### src/rtl/instr_encoder_pkg.sv
// -----------------------------------------------------------------------------
// instr_encoder_pkg
// Shared definitions for the instruction encoder / program loader:
//   - opcode constants of the 16-bit custom processor
//   - bit positions of every instruction field inside the 16-bit word
//   - loader FSM state encoding
//   - packed struct carrying one field-level instruction description
// -----------------------------------------------------------------------------
package instr_encoder_pkg;

    // Opcodes with special packing rules; everything else packs as R-type.
    localparam logic [3:0] OP_SLL      = 4'd1;
    localparam logic [3:0] OP_SLR      = 4'd2;
    localparam logic [3:0] OP_ITYPE_LO = 4'd5;
    localparam logic [3:0] OP_LI       = 4'd6;
    localparam logic [3:0] OP_LW       = 4'd7;
    localparam logic [3:0] OP_SW       = 4'd8;
    localparam logic [3:0] OP_JMP      = 4'd9;
    localparam logic [3:0] OP_MUL      = 4'd10;

    // Field LSB positions inside the instruction word.
    localparam int OPC_LSB   = 0;
    localparam int RD_LSB    = 4;
    localparam int RS1_LSB   = 7;
    localparam int RS2_LSB   = 10;
    localparam int SHAMT_LSB = 13;
    localparam int IMM_LSB   = 10;
    localparam int JADDR_LSB = 4;

    // Field widths.
    localparam int OPC_W   = 4;
    localparam int REG_W   = 3;
    localparam int SHAMT_W = 3;
    localparam int IMM_W   = 6;
    localparam int JADDR_W = 8;
    localparam int INSTR_W = 16;

    typedef enum logic [1:0] {
        ST_IDLE = 2'd0,
        ST_RUN  = 2'd1,
        ST_DONE = 2'd2
    } state_t;

    typedef struct packed {
        logic [OPC_W-1:0]   opcode;
        logic [REG_W-1:0]   rd;
        logic [REG_W-1:0]   rs1;
        logic [REG_W-1:0]   rs2;
        logic [SHAMT_W-1:0] shamt;
        logic [IMM_W-1:0]   imm;
        logic [JADDR_W-1:0] jaddr;
    } fields_t;

    // I-type opcodes carry a 6-bit immediate in the upper bits.
    function automatic logic is_itype(input logic [OPC_W-1:0] op);
        return (op == OP_ITYPE_LO) || (op == OP_LI) ||
               (op == OP_LW) || (op == OP_SW);
    endfunction

    function automatic logic is_shift(input logic [OPC_W-1:0] op);
        return (op == OP_SLL) || (op == OP_SLR);
    endfunction

endpackage

### src/rtl/instr_encoder_if.sv
// -----------------------------------------------------------------------------
// instr_encoder_if
// Valid/ready stream carrying one field-level instruction description.
//   in_valid  : producer has a bundle
//   in_ready  : encoder can accept a bundle
//   f_opcode, f_rd, f_rs1, f_rs2, f_shamt, f_imm, f_jaddr : instruction fields
// Modports: master (host/test loader side), slave (encoder side).
// -----------------------------------------------------------------------------
interface instr_encoder_if;
    logic       in_valid;
    logic       in_ready;
    logic [3:0] f_opcode;
    logic [2:0] f_rd;
    logic [2:0] f_rs1;
    logic [2:0] f_rs2;
    logic [2:0] f_shamt;
    logic [5:0] f_imm;
    logic [7:0] f_jaddr;

    modport master (
        output in_valid, f_opcode, f_rd, f_rs1, f_rs2, f_shamt, f_imm, f_jaddr,
        input  in_ready
    );

    modport slave (
        input  in_valid, f_opcode, f_rd, f_rs1, f_rs2, f_shamt, f_imm, f_jaddr,
        output in_ready
    );
endinterface

### src/rtl/instr_encoder_pack.sv
// -----------------------------------------------------------------------------
// instr_pack
// Combinational golden encoder: packs one field bundle into a 16-bit
// instruction word and flags illegal opcodes.
//   i_fields  : field bundle (opcode, rd, rs1, rs2, shamt, imm, jaddr)
//   o_word    : packed 16-bit instruction
//   o_illegal : opcode outside the legal set (only when checking is enabled)
// Optional feature macro: INSTR_ENC_CHECK_EN -- when defined, opcodes above
// mul (11..15) are reported illegal; otherwise they pack as R-type.
// -----------------------------------------------------------------------------
module instr_pack
    import instr_encoder_pkg::*;
(
    input  fields_t              i_fields,
    output logic [INSTR_W-1:0]   o_word,
    output logic                 o_illegal
);

    always_comb begin
        o_word = '0;
        o_word[OPC_LSB +: OPC_W] = i_fields.opcode;
        if (i_fields.opcode == OP_JMP) begin
            o_word[JADDR_LSB +: JADDR_W] = i_fields.jaddr;
        end else begin
            o_word[RD_LSB  +: REG_W] = i_fields.rd;
            o_word[RS1_LSB +: REG_W] = i_fields.rs1;
            if (is_itype(i_fields.opcode)) begin
                o_word[IMM_LSB +: IMM_W] = i_fields.imm;
            end else begin
                // R-type and shifts share rs2; only shifts fill the top bits.
                o_word[RS2_LSB +: REG_W] = i_fields.rs2;
                if (is_shift(i_fields.opcode)) begin
                    o_word[SHAMT_LSB +: SHAMT_W] = i_fields.shamt;
                end
            end
        end
    end

`ifdef INSTR_ENC_CHECK_EN
    assign o_illegal = (i_fields.opcode > OP_MUL);
`else
    assign o_illegal = 1'b0;
`endif

endmodule

### src/rtl/instr_encoder.sv
// -----------------------------------------------------------------------------
// instr_encoder
// Sequential program loader: accepts field bundles over a valid/ready stream,
// packs each into the 16-bit instruction format and writes it to instruction
// memory at consecutive (wrapping) addresses.
// Parameters: ADDR_W (address width), DEPTH (words per session, <= 2^ADDR_W)
// Ports:
//   clk, rst_n     : clock (rising edge), asynchronous active-low reset
//   i_start        : begin a session at i_base_addr (honoured in IDLE only)
//   i_stop         : end the session; blocks any transfer in the same cycle
//   i_base_addr    : first write address, sampled on start
//   s_in           : field bundle stream (slave side)
//   o_imem_we      : instruction memory write strobe
//   o_imem_addr    : write address (holds when no write)
//   o_imem_wdata   : packed instruction (holds when no write)
//   o_busy         : high while loading
//   o_done         : one-cycle pulse at session end
//   o_err          : sticky illegal-opcode flag, cleared on start
//   o_count        : words written this session
// Optional feature macro: INSTR_ENC_CHECK_EN (illegal opcode detection,
// implemented in instr_pack; illegal bundles are consumed but not written).
// -----------------------------------------------------------------------------
module instr_encoder
    import instr_encoder_pkg::*;
#(
    parameter int ADDR_W = 8,
    parameter int DEPTH  = 256
) (
    input  logic                clk,
    input  logic                rst_n,
    input  logic                i_start,
    input  logic                i_stop,
    input  logic [ADDR_W-1:0]   i_base_addr,
    instr_encoder_if.slave      s_in,
    output logic                o_imem_we,
    output logic [ADDR_W-1:0]   o_imem_addr,
    output logic [INSTR_W-1:0]  o_imem_wdata,
    output logic                o_busy,
    output logic                o_done,
    output logic                o_err,
    output logic [ADDR_W:0]     o_count
);

    // The session ends on the write that brings the count to DEPTH, which is
    // equivalent to targeting base_addr + DEPTH - 1 for any base address.
    localparam logic [ADDR_W:0] LAST_CNT = (ADDR_W+1)'(DEPTH - 1);

    state_t               r_state;
    logic [ADDR_W-1:0]    r_addr;
    logic [ADDR_W:0]      r_count;
    logic                 r_imem_we;
    logic [ADDR_W-1:0]    r_imem_addr;
    logic [INSTR_W-1:0]   r_imem_wdata;
    logic                 r_busy;
    logic                 r_done;
    logic                 r_err;

    fields_t              w_fields;
    logic [INSTR_W-1:0]   w_word;
    logic                 w_illegal;
    logic                 w_ready;
    logic                 w_last;

    assign w_fields.opcode = s_in.f_opcode;
    assign w_fields.rd     = s_in.f_rd;
    assign w_fields.rs1    = s_in.f_rs1;
    assign w_fields.rs2    = s_in.f_rs2;
    assign w_fields.shamt  = s_in.f_shamt;
    assign w_fields.imm    = s_in.f_imm;
    assign w_fields.jaddr  = s_in.f_jaddr;

    instr_pack u_pack (
        .i_fields  (w_fields),
        .o_word    (w_word),
        .o_illegal (w_illegal)
    );

    // stop has priority over a transfer, so it gates ready combinationally.
    assign w_ready       = (r_state == ST_RUN) && !i_stop;
    assign s_in.in_ready = w_ready;
    assign w_last        = (r_count == LAST_CNT);

    always_ff @(posedge clk or negedge rst_n) begin
        if (!rst_n) begin
            r_state      <= ST_IDLE;
            r_addr       <= '0;
            r_count      <= '0;
            r_imem_we    <= 1'b0;
            r_imem_addr  <= '0;
            r_imem_wdata <= '0;
            r_busy       <= 1'b0;
            r_done       <= 1'b0;
            r_err        <= 1'b0;
        end else begin
            r_imem_we <= 1'b0;
            r_done    <= 1'b0;
            case (r_state)
                ST_IDLE: begin
                    if (i_start) begin
                        r_state <= ST_RUN;
                        r_addr  <= i_base_addr;
                        r_count <= '0;
                        r_err   <= 1'b0;
                        r_busy  <= 1'b1;
                    end
                end
                ST_RUN: begin
                    if (i_stop) begin
                        r_state <= ST_DONE;
                        r_busy  <= 1'b0;
                    end else if (s_in.in_valid) begin
                        if (w_illegal) begin
                            // Consumed but not written; address and count hold.
                            r_err <= 1'b1;
                        end else begin
                            r_imem_we    <= 1'b1;
                            r_imem_addr  <= r_addr;
                            r_imem_wdata <= w_word;
                            r_addr       <= r_addr + 1'b1;
                            r_count      <= r_count + 1'b1;
                            if (w_last) begin
                                r_state <= ST_DONE;
                                r_busy  <= 1'b0;
                            end
                        end
                    end
                end
                ST_DONE: begin
                    // Pulse lands one cycle after the final write strobe.
                    r_state <= ST_IDLE;
                    r_done  <= 1'b1;
                end
                default: begin
                    r_state <= ST_IDLE;
                end
            endcase
        end
    end

    assign o_imem_we    = r_imem_we;
    assign o_imem_addr  = r_imem_addr;
    assign o_imem_wdata = r_imem_wdata;
    assign o_busy       = r_busy;
    assign o_done       = r_done;
    assign o_err        = r_err;
    assign o_count      = r_count;

endmodule

### src/flat_wrapper.sv
// flat-port wrapper written by rule: the top's interface ports become plain ports
module instr_encoder_flat import instr_encoder_pkg::*;
#(
    parameter int ADDR_W = 8,
    parameter int DEPTH  = 256
)
  (clk, rst_n, i_start, i_stop, i_base_addr, o_imem_we, o_imem_addr, o_imem_wdata, o_busy, o_done, o_err, o_count, s_in_in_valid, s_in_f_opcode, s_in_f_rd, s_in_f_rs1, s_in_f_rs2, s_in_f_shamt, s_in_f_imm, s_in_f_jaddr, s_in_in_ready);
  instr_encoder_if s_in_i ();
  input  logic clk;
  input  logic rst_n;
  input  logic i_start;
  input  logic i_stop;
  input  logic [ADDR_W-1:0] i_base_addr;
  output logic o_imem_we;
  output logic [ADDR_W-1:0] o_imem_addr;
  output logic [INSTR_W-1:0] o_imem_wdata;
  output logic o_busy;
  output logic o_done;
  output logic o_err;
  output logic [ADDR_W:0] o_count;
  input wire logic [$bits(s_in_i.in_valid)-1:0] s_in_in_valid;
  input wire logic [$bits(s_in_i.f_opcode)-1:0] s_in_f_opcode;
  input wire logic [$bits(s_in_i.f_rd)-1:0] s_in_f_rd;
  input wire logic [$bits(s_in_i.f_rs1)-1:0] s_in_f_rs1;
  input wire logic [$bits(s_in_i.f_rs2)-1:0] s_in_f_rs2;
  input wire logic [$bits(s_in_i.f_shamt)-1:0] s_in_f_shamt;
  input wire logic [$bits(s_in_i.f_imm)-1:0] s_in_f_imm;
  input wire logic [$bits(s_in_i.f_jaddr)-1:0] s_in_f_jaddr;
  output wire logic [$bits(s_in_i.in_ready)-1:0] s_in_in_ready;
  assign s_in_i.in_valid = s_in_in_valid;
  assign s_in_i.f_opcode = s_in_f_opcode;
  assign s_in_i.f_rd = s_in_f_rd;
  assign s_in_i.f_rs1 = s_in_f_rs1;
  assign s_in_i.f_rs2 = s_in_f_rs2;
  assign s_in_i.f_shamt = s_in_f_shamt;
  assign s_in_i.f_imm = s_in_f_imm;
  assign s_in_i.f_jaddr = s_in_f_jaddr;
  assign s_in_in_ready = s_in_i.in_ready;
  instr_encoder #(.ADDR_W(ADDR_W), .DEPTH(DEPTH)) u_core (.clk(clk), .rst_n(rst_n), .i_start(i_start), .i_stop(i_stop), .i_base_addr(i_base_addr), .s_in(s_in_i), .o_imem_we(o_imem_we), .o_imem_addr(o_imem_addr), .o_imem_wdata(o_imem_wdata), .o_busy(o_busy), .o_done(o_done), .o_err(o_err), .o_count(o_count));
endmodule
### config.mk
export PLATFORM = sky130hd
export DESIGN_NAME = instr_encoder_flat
export DESIGN_NICKNAME = d
export VERILOG_FILES = /design/src/rtl/instr_encoder_pkg.sv /design/src/rtl/instr_encoder_if.sv /design/src/rtl/instr_encoder_pack.sv /design/src/rtl/instr_encoder.sv /design/src/flat_wrapper.sv
export SDC_FILE = /design/constraint.sdc
export NUM_CORES = 1
export LEC_CHECK = 0
export BUFFER_PORTS_ARGS = -buffer_cell sky130_fd_sc_hd__buf_2
export CORE_MARGIN = 1.5
export CORE_UTILIZATION = 30
export CTS_BUF_LIST = sky130_fd_sc_hd__clkbuf_16
export DETAILED_ROUTE_END_ITERATION = 10
export PLACE_DENSITY_LB_ADDON = 0.15
export SLEW_MARGIN = 20
export SYNTH_ARGS = -nofsm -noshare
export SYNTH_HDL_FRONTEND = slang
export SYNTH_SLANG_ARGS = --single-unit
### constraint.sdc
create_clock -name clk -period 2.15 [get_ports clk]
set_input_delay 0.215 -clock clk [delete_from_list [all_inputs] [get_ports clk]]
set_output_delay 0.215 -clock clk [all_outputs]
set_load 0.01 [all_outputs]
Word-level counts from Yosys, hierarchy flattened
Cells that the tools add are included.

Bits in writable memories: 0. ROM bits: 0. Bits of input ports: 43. Bits in latches: 0. Output and inout bits: 38. Memories kept: 0. Register bits after elaboration: 46. Logic and storage cells: 64.

Muxes and demuxes: 26. Bitwise logic cells: 1. $mul: 0. Equal/unequal tests: 15. Div/mod/pow operators: 0. Reductions and logical operators: 12. Magnitude comparators: 0. Shift operators: 0. Add/sub/neg operators: 2.

Operator list (number): 8-bit 2-to-1 mux (4); 9-bit 2-to-1 mux (3); 9-bit one-hot mux with 2 select lines (1); 8-bit one-hot mux with 2 select lines (1); 4-bit by 3-bit == test with 1-bit output, second input constant (3); 9-bit by 1-bit adder with 9-bit output, second input constant (1); 9-bit by 8-bit == test with 1-bit output, second input constant (1); 8-bit by 1-bit adder with 8-bit output, second input constant (1); 4-bit == test, second input constant (2); 1-bit 2-to-1 mux (8); 2-bit 2-to-1 mux (4); 4-bit AND reduction (2); 6-bit 2-to-1 mux (1); 2-bit inequality test, second input constant (3); 3-bit AND reduction (2); 4-bit by 1-bit == test with 1-bit output, second input constant (1); 4-bit by 2-bit == test with 1-bit output, second input constant (1); 1-bit logical OR (4); 4-bit 2-to-1 mux (1); 2-bit one-hot mux with 2 select lines (1); 3-bit 2-to-1 mux (1); 3-bit by 2-bit inequality test with 1-bit output, second input constant (1); 3-bit inequality test, second input constant (1); 2-bit by 1-bit == test with 1-bit output, second input constant (1); 7 further kinds (7).

Depth between registers and ports, before layout
Depth in word-level cells: 6. Depth in mapped cells: 9. Mapped depth without buffers: 7.

Hierarchy
From an unflattened synthesis, not the netlist that was laid out.

Cells, all modules: 216. Area, all modules: 2399.8 um2.

Modules (own cells, without submodules): instr_encoder (area an instance 2075.7 um2, seq. area each 1176.1 um2, cells each 178, times used 1); instr_pack (area an instance 324.1 um2, seq. area each 0.0 um2, cells each 38, times used 1).

Least setup slack after synthesis
No wires, ideal clock.

Path type: register to register. Start point: register u_core.r_state[1]. End point: register u_core.r_imem_addr[0] (netlist: u_core.o_imem_addr[0]). Clock period less this slack: 1560 ps. Buffers on the path: 2. Setup time: 125 ps. Arrival time: 1436 ps. Required time: 2025 ps. Cell stages (with the launch flop): 8. Setup slack: 590 ps. Cell sequence: dfrtp_1 -> nand2b_1 -> buf_6 -> nor2_8 -> nand2_4 -> inv_4 -> buf_2 -> mux2_2.

Word-level cells in the longest chain between the ends: 2.

RTL lines: from (decl) (line instr_encoder.sv:48) `state_t r_state;`; from (signal assigned) (line instr_encoder.sv:85) `r_state <= ST_IDLE;`; from (signal assigned) (line instr_encoder.sv:100) `r_state <= ST_RUN;`; from (signal assigned) (line instr_encoder.sv:109) `r_state <= ST_DONE;`; 2-bit by 1-bit == test with 1-bit output (line instr_encoder.sv:97) `case (r_state)`; 3-bit AND reduction (no source line); to (signal assigned) (line instr_encoder.sv:117) `r_imem_addr <= r_addr;`; to (decl) (line instr_encoder.sv:52) `logic [ADDR_W-1:0] r_imem_addr;`.

No other way between the ends. A chain may end at the register's enable or synchronous reset.

Final worst setup path
Start point: register u_core.r_state[1]. End point: register u_core.r_count[4] (netlist: u_core.o_count[4]).

Word-level cells in the longest chain between the ends: 3. Elaborated cells between the ends (all ways): 8. Classes of those cells: 4 x eq/ne; 1 x mux; 3 x reduce/logical.

RTL lines: 2-bit by 1-bit == test with 1-bit output / 2-bit zero test (equally long branches) (line instr_encoder.sv:97); 2-bit inequality test (no source line) / 2-bit nonzero test (equally long branches); 4-bit AND reduction (no source line); to (signal assigned) (line instr_encoder.sv:120) `r_count <= r_count + 1'b1;`; to (decl) (line instr_encoder.sv:50) `logic [ADDR_W:0] r_count;`.

Parallel ways exist; a longest one is shown, timed or not.

==> out/metrics.yaml <==
synth:
  synth-compound-area-share_pct: 15.4
  syn_inst: 230
  synthArstFlopShare_pct: 100
  ys.flop_type: "dfrtp_1"
  ys_seq_elements: 46
  synth-xor-area-share_pct: 1.87
  synth_fa_ha_area_share_pct: 1.61
  synth_top_area_share_pct: 49.2
  ys_types: 48
  syn_avg_cell_area_sq_um: 10.2
  synth_top_family_by_area: "simple AND/OR/NAND/NOR gates"
  synth-edff-count: 0
  yosys.area_share.simple_pct: 17.6
  synth_mux_area_share_pct: 9.63
  yosys.area.top_type: "dfrtp_1"
  ys_seq_area_share_pct: 49.2
  synth_area_leaders: "dfrtp_1 49%, mux2_2 5.8%, a21oi_1 4.9%"
  yosysWarningCount: 0
  syn_nets: 276
  syn_area_sq_um: 2340
placed_design:
  hpwl_microns: 3940
  place_ws_ns: 0.376
  numPortBuffers: 79
  placed_cell_area_sq_um: 2850
  place_congestion: 0.791
sta:
  skew_ns: 0.00660
  maxSlewViolCount: 0
  setup_ws_ns: 0.403
  fin_crit_sh_pct: 81.2
  fmax_mhz: 572
  tightest_slew_ns: 0.583
  hold_viol_final: 0
  period_needed_ns: 1.75
  rsz0062_at_grt: "no"
  setup_violations: 0
  setup_tns_ns: 0
  maxSlewHeadroom_pct: 61.1
worst_hold_path:
  hold_path_class: "primary input to async pin"
floorplanning:
  core_sq_um: 7650
  initial_core_util_pct: 30.6
  die_area_sq_um: 8330
  fp-row-count: 32
  die_height_microns: 91.3
  io_pins: 81
  die_w_microns: 91.3
critical_path:
  crit_path_end_kind: "flop"
  worstPathRequired_ns: 2.35
  endpoint: "u_core.o_count[4]"
  cp_slowest_cell: "dfrtp_1"
  r2r.worst_path.cells: 7
  path_cells: "nand2b_1, nor2_8, nand2_4, inv_4, nor2_2, or3_1, a21oi_1"
  r2r_start: "u_core.r_state[1]"
  crit_arrival_ns: 1.95
  startpoint_type: "flop"
  ff2ff_setup_slack_ns: 0.40
  crit_start: "u_core.r_state[1]"
  timing.rr.end: "u_core.o_count[4]"
  critPathKind: "flop to flop"
  path_max_fanout: 19
  slowest_delay_ns: 0.41
drt:
  drt_iter0_drc: 60
  final_antenna_net_count: 0
  routed_via_density: 4.82
  dr.pass1.iters: 4
  vias: 1987
  wl_per_cell_microns: 13.2
  routed_wl_microns: 5450
  drc: 0
clock_network:
  postCtsHoldBufs: 0
  post_cts_resize_count: 0
  cts_buffers: 5
  clkSinkCount: 46
  path_clk_slew_ns: 0.06
  clock_latency_ns: 0.28
  cts_setup_buffers: 0
  root_buffer: "clkbuf_16"
  cts.htree.levels: 2
  clock_path_buffers: 2
  cts_tree: "yes"
run_status:
  status: "finished, final reports clean"
grt:
  grt_pass1_vias: 1908
  grt_use_total_pct: 13.5
  met2_usage_pct: 21.8
  top_usage_layer: "met2"
  grtUsageMet3_pct: 3.27
  grt_first_pass_wirelength_microns: 9160
  use_met1_pct: 17.7
  antenna_found_initial: 0
  grt_overflow: 0
  grt_max_degree: 47
cells_and_area:
  final_area_sq_um: 3010
  fin_util_pct: 39.3
  area_delta_synth_final_pct: 28.6
  final_cell_mix: "79 x buf_2, 46 x dfrtp_1, 23 x a21oi_1"
  nets: 356
  final_common_cell: "buf_2"
  num_antenna_cells: 0
  drive_above_1_share_pct: 36.8
power_and_ir_drop:
  p_per_area_nw_per_um2: 1130
  total_power_mw: 3.41
  max-vdd-ir-drop_mv: 0.383
  power_leakage_nw: 1.41
job:
  drv_cap: 0
==> per-stage QoR <==
stage / instances / hold WS [ns]
6_report: 412 / 0.0166
5_1_grt: 412 / 0.0676
4_1_cts: 412 / 0.0453
3_5_place_dp: 405 / 0.355
3_3_place_gp: 405 / 0.354
2_1_floorplan: 230 / -0.0806
==> area by class of cell <==
type / count / area, sq um
timing repair buffer: 88 / 463
clock inverter: 2 / 33.8
sequential: 46 / 1150
clock buffer: 5 / 125
inverter: 4 / 17.5
fill: 793 / 4640
tap: 102 / 128
multi-input combinational: 165 / 1090
==> layer usage <==
| layer | part of all wire [%] | wire, microns |
|---|---|---|
| met5 | 0 | 0 |
| met4 | 1.9 | 104 |
| met3 | 4.5 | 243 |
| met2 | 46 | 2490 |
| met1 | 48 | 2610 |
==> flip-flops by register name (all words and copies together), names as in the netlist <==
name / count
u_core.o_done: 1
u_core.o_imem_wdata: 16
u_core.o_count: 9
u_core.o_busy: 1
u_core.o_imem_addr: 8
u_core.r_addr: 8
u_core.r_state: 2
u_core.o_imem_we: 1
==> critical path, delay by kind of cell, from the launching register on <==
family | cells | cell delay, ns
AOI/OAI and AO/OA | 1 | 0.16
and+or+nand+nor | 5 | 0.92
DFF | 1 | 0.41
buffers and inverters | 1 | 0.18
==> cells in the mapped netlist, drive strengths merged (4+ instances only) <==
master	instances
mux2i	9
clkbuf	5
nor2	21
mux2	12
nand2	19
buf	10
inv	4
a31oi	5
nand3	9
o22ai	4
a21oi	23
xor2	4
dfrtp	46
o21ai	13
==> worst min path at each step <==
stage | slack, ns | to | cells after the start | from
final | 0.02 | u_core.r_addr[4] | 2 | rst_n
after global routing | 0.07 | u_core.r_addr[4] | 2 | rst_n
after CTS | 0.05 | u_core.r_addr[4] | 2 | rst_n
after detailed placement | 0.36 | u_core.r_addr[4] | 2 | rst_n
after global placement | 0.35 | u_core.r_addr[4] | 2 | rst_n
after floorplan | -0.08 | u_core.o_busy | 0 | rst_n
==> report_power, final <==
part / switching [mW] / internal [mW]
sequential: 0.246 / 1.19
combinational: 0.585 / 0.541
clock: 0.306 / 0.538
total: 1.14 / 2.27
==> kinds of logic after synthesis <==
family,count (synthesis)
simple gates,75
compound gates,60
flops,46
mux,21
buf+inv,19
xor+xnor,5
fa+ha+maj,3
other cells,1
No activity file was read; power rests on OpenSTA's default activity.
